--- src/rtl/patch_stream_scheduler_pkg.sv ---
// vit_pkg: types and defaults shared by the patch stream scheduler and its watchdog.
//   pf_state_e    : patchifier state encoding as seen on the pf_state port (3 bits)
//   sched_state_e : scheduler FSM states
//   TOTAL_NUM_PATCHES_DEF : default patches per frame, matches the patchifier
package vit_pkg;

  localparam int TOTAL_NUM_PATCHES_DEF = 16;

  typedef enum logic [2:0] {
    PF_IDLE = 3'd0,
    PF_PRE  = 3'd1,
    PF_PROC = 3'd2,
    PF_POST = 3'd3,
    PF_DONE = 3'd4
  } pf_state_e;

  typedef enum logic [2:0] {
    S_IDLE    = 3'd0,
    S_START   = 3'd1,
    S_WAIT    = 3'd2,
    S_STREAM  = 3'd3,
    S_RELEASE = 3'd4,
    S_ERR     = 3'd5
  } sched_state_e;

endpackage

--- src/rtl/patch_stream_scheduler_watchdog.sv ---
// sched_watchdog: load-clear up-counter with enable and an expired flag.
// Ports:
//   clk, reset : clock, synchronous active-high reset
//   clear      : zeroes the counter (has priority over en)
//   en         : count this cycle
//   expired    : high in the cycle that would count the LIMIT-th enabled cycle
// The counter saturates at LIMIT-1 so it never wraps while the owner lingers.
module sched_watchdog #(
  parameter int CNT_W = 16,
  parameter int LIMIT = 1024
) (
  input  logic clk,
  input  logic reset,
  input  logic clear,
  input  logic en,
  output logic expired
);

  logic [CNT_W-1:0] count;
  logic             at_limit;

  assign at_limit = (count == CNT_W'(LIMIT - 1));
  assign expired  = en && at_limit;

  always_ff @(posedge clk) begin
    if (reset || clear) begin
      count <= '0;
    end else if (en && !at_limit) begin
      count <= count + CNT_W'(1);
    end
  end

endmodule

--- src/rtl/patch_stream_scheduler.sv ---
// patch_stream_scheduler: per-frame sequencer for one patchifier.
//   Accepts a frame request, enables the patchifier, waits for DONE, streams the
//   patch tokens downstream one per valid/ready handshake, then releases the
//   patchifier. A watchdog bounds the enable-to-DONE time.
// Optional build macro: VIT_CLS_TOKEN_EN prepends a class token (idx 0, tok_is_cls=1)
//   to every frame, giving TOTAL_NUM_PATCHES+1 tokens.
// Ports:
//   clk, reset       : clock, synchronous active-high reset
//   frame_valid/ready: frame request handshake (ready only when idle and patchifier idle)
//   pf_en            : patchifier enable, high while in S_START
//   pf_state         : patchifier state code (codes 5-7 are neither IDLE nor DONE)
//   pf_output_taken  : patchifier release, high while in S_RELEASE
//   patch_valid/ready: token handshake; patch_idx, patch_last, tok_is_cls qualify it
//   frame_done       : one-cycle pulse after the patchifier returns to idle
//   busy             : scheduler not idle
//   err_timeout      : sticky watchdog error, cleared by err_clear
//   frame_count      : completed frames, wrapping
module patch_stream_scheduler
  import vit_pkg::*;
#(
  parameter int TOTAL_NUM_PATCHES = TOTAL_NUM_PATCHES_DEF,
  parameter int PATCH_IDX_W       = 4,
  parameter int TIMEOUT_CYCLES    = 1024,
  parameter int CNT_W             = 16
) (
  input  logic                   clk,
  input  logic                   reset,
  input  logic                   frame_valid,
  output logic                   frame_ready,
  output logic                   pf_en,
  input  logic [2:0]             pf_state,
  output logic                   pf_output_taken,
  output logic                   patch_valid,
  input  logic                   patch_ready,
  output logic [PATCH_IDX_W-1:0] patch_idx,
  output logic                   patch_last,
  output logic                   tok_is_cls,
  output logic                   frame_done,
  output logic                   busy,
  output logic                   err_timeout,
  input  logic                   err_clear,
  output logic [CNT_W-1:0]       frame_count
);

  localparam int TOK_W = PATCH_IDX_W + 1;
`ifdef VIT_CLS_TOKEN_EN
  localparam int NUM_TOK = TOTAL_NUM_PATCHES + 1;
`else
  localparam int NUM_TOK = TOTAL_NUM_PATCHES;
`endif

  sched_state_e     state, next_state;
  logic [TOK_W-1:0] tok_cnt;
  logic             pf_is_idle, pf_is_done;
  logic             last_tok, handshake, release_done;
  logic             wd_clear, wd_en, wd_expired;

  assign pf_is_idle = (pf_state == PF_IDLE);
  assign pf_is_done = (pf_state == PF_DONE);

  assign frame_ready     = (state == S_IDLE) && pf_is_idle;
  assign busy            = (state != S_IDLE);
  assign pf_en           = (state == S_START);
  assign pf_output_taken = (state == S_RELEASE);
  assign patch_valid     = (state == S_STREAM);
  assign err_timeout     = (state == S_ERR);

  assign last_tok     = (tok_cnt == TOK_W'(NUM_TOK - 1));
  assign handshake    = patch_valid && patch_ready;
  assign release_done = (state == S_RELEASE) && pf_is_idle;
  assign patch_last   = patch_valid && last_tok;

  // Token qualifiers are forced to zero outside streaming so idle outputs stay quiet.
`ifdef VIT_CLS_TOKEN_EN
  assign tok_is_cls = patch_valid && (tok_cnt == '0);
  assign patch_idx  = (!patch_valid || tok_cnt == '0) ? '0
                                                      : PATCH_IDX_W'(tok_cnt - TOK_W'(1));
`else
  assign tok_is_cls = 1'b0;
  assign patch_idx  = patch_valid ? PATCH_IDX_W'(tok_cnt) : '0;
`endif

  assign wd_clear = (state == S_IDLE);
  assign wd_en    = (state == S_START) || (state == S_WAIT);

  sched_watchdog #(
    .CNT_W (CNT_W),
    .LIMIT (TIMEOUT_CYCLES)
  ) u_watchdog (
    .clk     (clk),
    .reset   (reset),
    .clear   (wd_clear),
    .en      (wd_en),
    .expired (wd_expired)
  );

  always_ff @(posedge clk) begin
    if (reset) begin
      state <= S_IDLE;
    end else begin
      state <= next_state;
    end
  end

  // DONE is checked before watchdog expiry so a patchifier finishing on the
  // last allowed cycle still gets streamed.
  always_comb begin
    next_state = state;
    case (state)
      S_IDLE: begin
        if (frame_valid && frame_ready) next_state = S_START;
      end
      S_START: begin
        if (pf_is_done)      next_state = S_WAIT;
        else if (wd_expired) next_state = S_ERR;
        else if (!pf_is_idle) next_state = S_WAIT;
      end
      S_WAIT: begin
        if (pf_is_done)      next_state = S_STREAM;
        else if (wd_expired) next_state = S_ERR;
      end
      S_STREAM: begin
        if (handshake && last_tok) next_state = S_RELEASE;
      end
      S_RELEASE: begin
        if (pf_is_idle) next_state = S_IDLE;
      end
      S_ERR: begin
        if (err_clear) next_state = S_IDLE;
      end
      default: next_state = S_IDLE;
    endcase
  end

  always_ff @(posedge clk) begin
    if (reset) begin
      tok_cnt     <= '0;
      frame_done  <= 1'b0;
      frame_count <= '0;
    end else begin
      if (state == S_WAIT) begin
        tok_cnt <= '0;
      end else if (handshake) begin
        tok_cnt <= tok_cnt + TOK_W'(1);
      end
      frame_done <= release_done;
      if (release_done) begin
        frame_count <= frame_count + CNT_W'(1);
      end
    end
  end

endmodule

--- config.mk ---
export PLATFORM = sky130hd
export DESIGN_NAME = patch_stream_scheduler
export DESIGN_NICKNAME = d
export VERILOG_FILES = /design/src/rtl/patch_stream_scheduler_pkg.sv /design/src/rtl/patch_stream_scheduler_watchdog.sv /design/src/rtl/patch_stream_scheduler.sv
export SDC_FILE = /design/constraint.sdc
export NUM_CORES = 1
export LEC_CHECK = 0
export ABC_CLOCK_PERIOD_IN_PS = 2100
export CAP_MARGIN = 0
export CORE_MARGIN = 1.5
export CORE_UTILIZATION = 52
export DETAILED_ROUTE_END_ITERATION = 6
export GPL_ROUTABILITY_DRIVEN = 0
export GPL_TIMING_DRIVEN = 0
export PLACE_DENSITY = 0.82
export SYNTH_ARGS = -nofsm -noshare
export SYNTH_HDL_FRONTEND = slang
export SYNTH_SLANG_ARGS = --single-unit
--- constraint.sdc ---
create_clock -name clk -period 2.1 [get_ports clk]
set_input_delay 0.42 -clock clk [delete_from_list [all_inputs] [get_ports clk]]
set_output_delay 0.42 -clock clk [all_outputs]
set_load 0.005 [all_outputs]
==> results.md <==
- Critical Path Sink Type: output port
- DIE AREA: 0.004546 mm2
- Critical Path RT: 1.68 ns
- Largest delay share family, worst path: buffers and inverters
- Max cap viols: 0
- Share of cells above drive strength 1: 12.93%
- Setup ws final: 0.07004 ns
- DR WL/cell: between 10 and 15 um
- Cell Pwr Density: 533.2 mW/mm2
- Critical R2R Launch: u_watchdog.count[10]
- CP startpoint kind: register
- Beginning of the worst hold path: u_watchdog.count[15]
- DRC viols: 0
- Share of the yosys chip area belonging to registers: 38.03%
- Hold_ws: 0.4992 ns
- Critical Path Fanout Max: 10
- Peak supply drop: roughly 0.40 mV
- Slowest Stage Delay on Critical Path: 0.45 ns
- EDFF count, synth: 0
- Post-route ant nets: 0
- Mapped cell area: 0.002158 mm2
- Setup Skew: 0.005937 ns
- Critical-path cell list: clkbuf_8, or3_4, clkdlybuf4s50_1
- Clk sinks: a little over 40
- Congestion Overflow GR: 0
- H-tree lvl count: 2
- Leak: ~1.0 nW
- Crit path from: state[2]
- Top_reg_cell synth: dfxtp_1
- IO Port Bufs: 35
- Largest net degree at the start of global routing: 13
- Initial antenna violation count: 0
- Die Ht: 67.43 um
- First-pass GRT wire length: 7.107 mm
- Post-Route WL: 4.298 mm
- CTS tree: built
- Final hold violations: 0
- I/O pins: 37
- Hpwl dp: 3.157 mm
- Initial DRT Pass Iterations: 4
- Via-to-Cell Ratio: 5.407
- Syn_nets: 261
- Crit path buf inv count: 2
- Async SR Flop Fraction: 0%
- HP Class: register to register
- Total CTS buffers: 5
- Initial Util: 53.96%
- Fin crit share: just under 100%
- Vias in the first global route: 1703
- Post-place setup slack: -0.2902 ns
- CTS clk-pin slew, worst paths: around 0.08 ns
- F_max: 492.6 MHz
- Placement Rows: 23
- Kind of critical path: register to output port
- Core area: 0.004000 mm2
- Max stage delay cell, worst path: clkdlybuf4s50_1
- Fin nets: 305
- Routed vias: 1860
- CTS Buffer Depth: 2
- Latest clock arrival within the worst-skew pair: 0.30 ns
- Starting DRT DRC Count: 73
- Final Setup Violations: 0
- Cells after Synth: roughly 250
- Synth Area per Inst: ~8.7 um2
- Status: completed
- Root Buffer: clkbuf_8
- RSZ-0062 raised after global routing: no
- Antenna fix cells: 0
- Syn. warnings: 0
- Placed Cells: between 300 and 400
- Final critical-path required period: 2.030 ns
- Synthesized flop and latch total: 41
- Cell Count, Final, Fillers Out: 344
- GRT Overall Usage: 20.53%
- Area grow syn2layout: 26.72%
- Post-synth cell types: 51
- Worst EP arrival: roughly 1.6 ns
- Die X: 67.43 um
- Max Slew Vio Count: 0
cell families (layout without fill, tap and decap cells):
group	count (synthesis)	after routing	share of synthesized area, %
AOI/OAI and AO/OA	21	21	6.029
xor gates and xnor gates	28	28	12.23
adders and majority gates	4	4	2.319
buffers and inverters	16	61	4.290
DFF	41	41	38.03
muxes	5	5	2.319
other	1	1	0.1737
and+or+nand+nor	133	133	34.61
Yosys cell counts, types with 2 or more instances:
library cell / count / share of area (%)
mux2i_1: 5 / 2.3
nand2_1: 20 / 3.5
and3_1: 4 / 1.2
xor2_1: 16 / 6.5
a21oi_1: 5 / 1.2
ha_1: 4 / 2.3
nand3_1: 12 / 2.8
or4_1: 3 / 1.0
o21ai_0: 5 / 1.2
nor4_1: 3 / 0.87
xnor2_1: 11 / 4.5
nor2_1: 34 / 5.9
o211ai_1: 4 / 1.4
inv_1: 5 / 0.87
clkbuf_1: 5 / 0.87
and2_1: 10 / 2.9
nor3_1: 8 / 1.9
or3_1: 4 / 1.2
nand4_1: 10 / 2.9
and3_2: 2 / 0.70
a31oi_1: 2 / 0.58
nand2b_1: 4 / 1.2
nor2b_1: 2 / 0.58
dfxtp_1: 41 / 38
clkbuf_8: 2 / 1.3
nor3b_1: 3 / 1.0
state kept, by name, summed over array words and instances (netlist names):
name,count
frame_count,16
u_watchdog.count,16
tok_cnt,5
state,3
frame_done,1
what timing repair did:
action,CTS,global route
pin swaps,0,0
cloned,0,0
gates resized for setup,13,10
setup endpoints to repair,9,6
buffers inserted,3,0
hold buffers,0,0
per-stage QoR:
stage | utilization (%) | total power, mW | area [um2] | setup TNS (ns)
floorplan | - | 0.8664 | 2158 | 0
global placement | 64.28 | 0.9047 | 2571 | -1.463
detailed placement | 64.28 | 0.9065 | 2571 | -2.485
CTS | 67.75 | 1.466 | 2710 | 0
global route | 68.38 | 1.509 | 2735 | 0
finish | 68.38 | 1.458 | 2735 | 0
area by class of cell:
type | instances | area [um2]
clock buffer | 7 | 96.34
sequential | 41 | 828.3
buffer | 10 | 76.32
multi-input combinational | 192 | 1271
tap | 50 | 62.56
fill | 322 | 1265
timing repair buffer | 38 | 376.6
inverter | 5 | 18.77
clock inverter | 1 | 5.005
placed cells by master (no fill, tap or decap), types with 3 or more instances in the layout:
master,instances
nand2_1,20
o21ai_0,5
nor3_1,8
clkdlybuf4s50_1,26
mux2i_1,5
buf_4,4
dfxtp_1,37
dfxtp_2,3
nand2b_1,4
nand4_1,10
dlygate4sd2_1,5
o211ai_1,4
and3_1,4
clkbuf_8,8
ha_1,4
dlymetal6s2s_1,4
xnor2_1,11
xor2_1,16
inv_1,5
nand3_1,12
a21oi_1,5
or3_1,3
or4_1,3
clkbuf_1,3
nor2_1,34
and2_1,10
worst min-delay path, cell delays in order (launching register included):
cell and delay [ns]:
dfxtp_1 0.32, o21ai_0 0.08, a21oi_1 0.06
per-layer routing:
| layer | up-vias | GRT usage (%) | routed length [um] | part of all wire, % |
|---|---|---|---|---|
| met5 | - | 0 | 0 | 0 |
| met4 | 0 | 9.439 | 73 | 1.7 |
| met3 | 10 | 5.167 | 169 | 3.9 |
| met2 | 35 | 34.41 | 2143 | 50 |
| met1 | 865 | 24.66 | 1911 | 44 |
| li1 | 950 | - | - | - |
where the power goes:
group          internal [mW]  total, mW  switching (mW)  leakage (nW)
combinational         0.0537      0.110          0.0566         0.644
clock                  0.297      0.566           0.269        0.0542
sequential             0.779      0.782         0.00334         0.332
total                   1.13       1.46           0.328          1.03
final timing paths:
check	endpoint	slack (ns)	cells after the start
worst min register to register	u_watchdog.count[15]	0.50	2
worst max register to register	state[0]	0.27	4
worst min-delay path	u_watchdog.count[15]	0.50	2
worst max-delay path	busy	0.07	3
(Power assumes the default switching activity.)
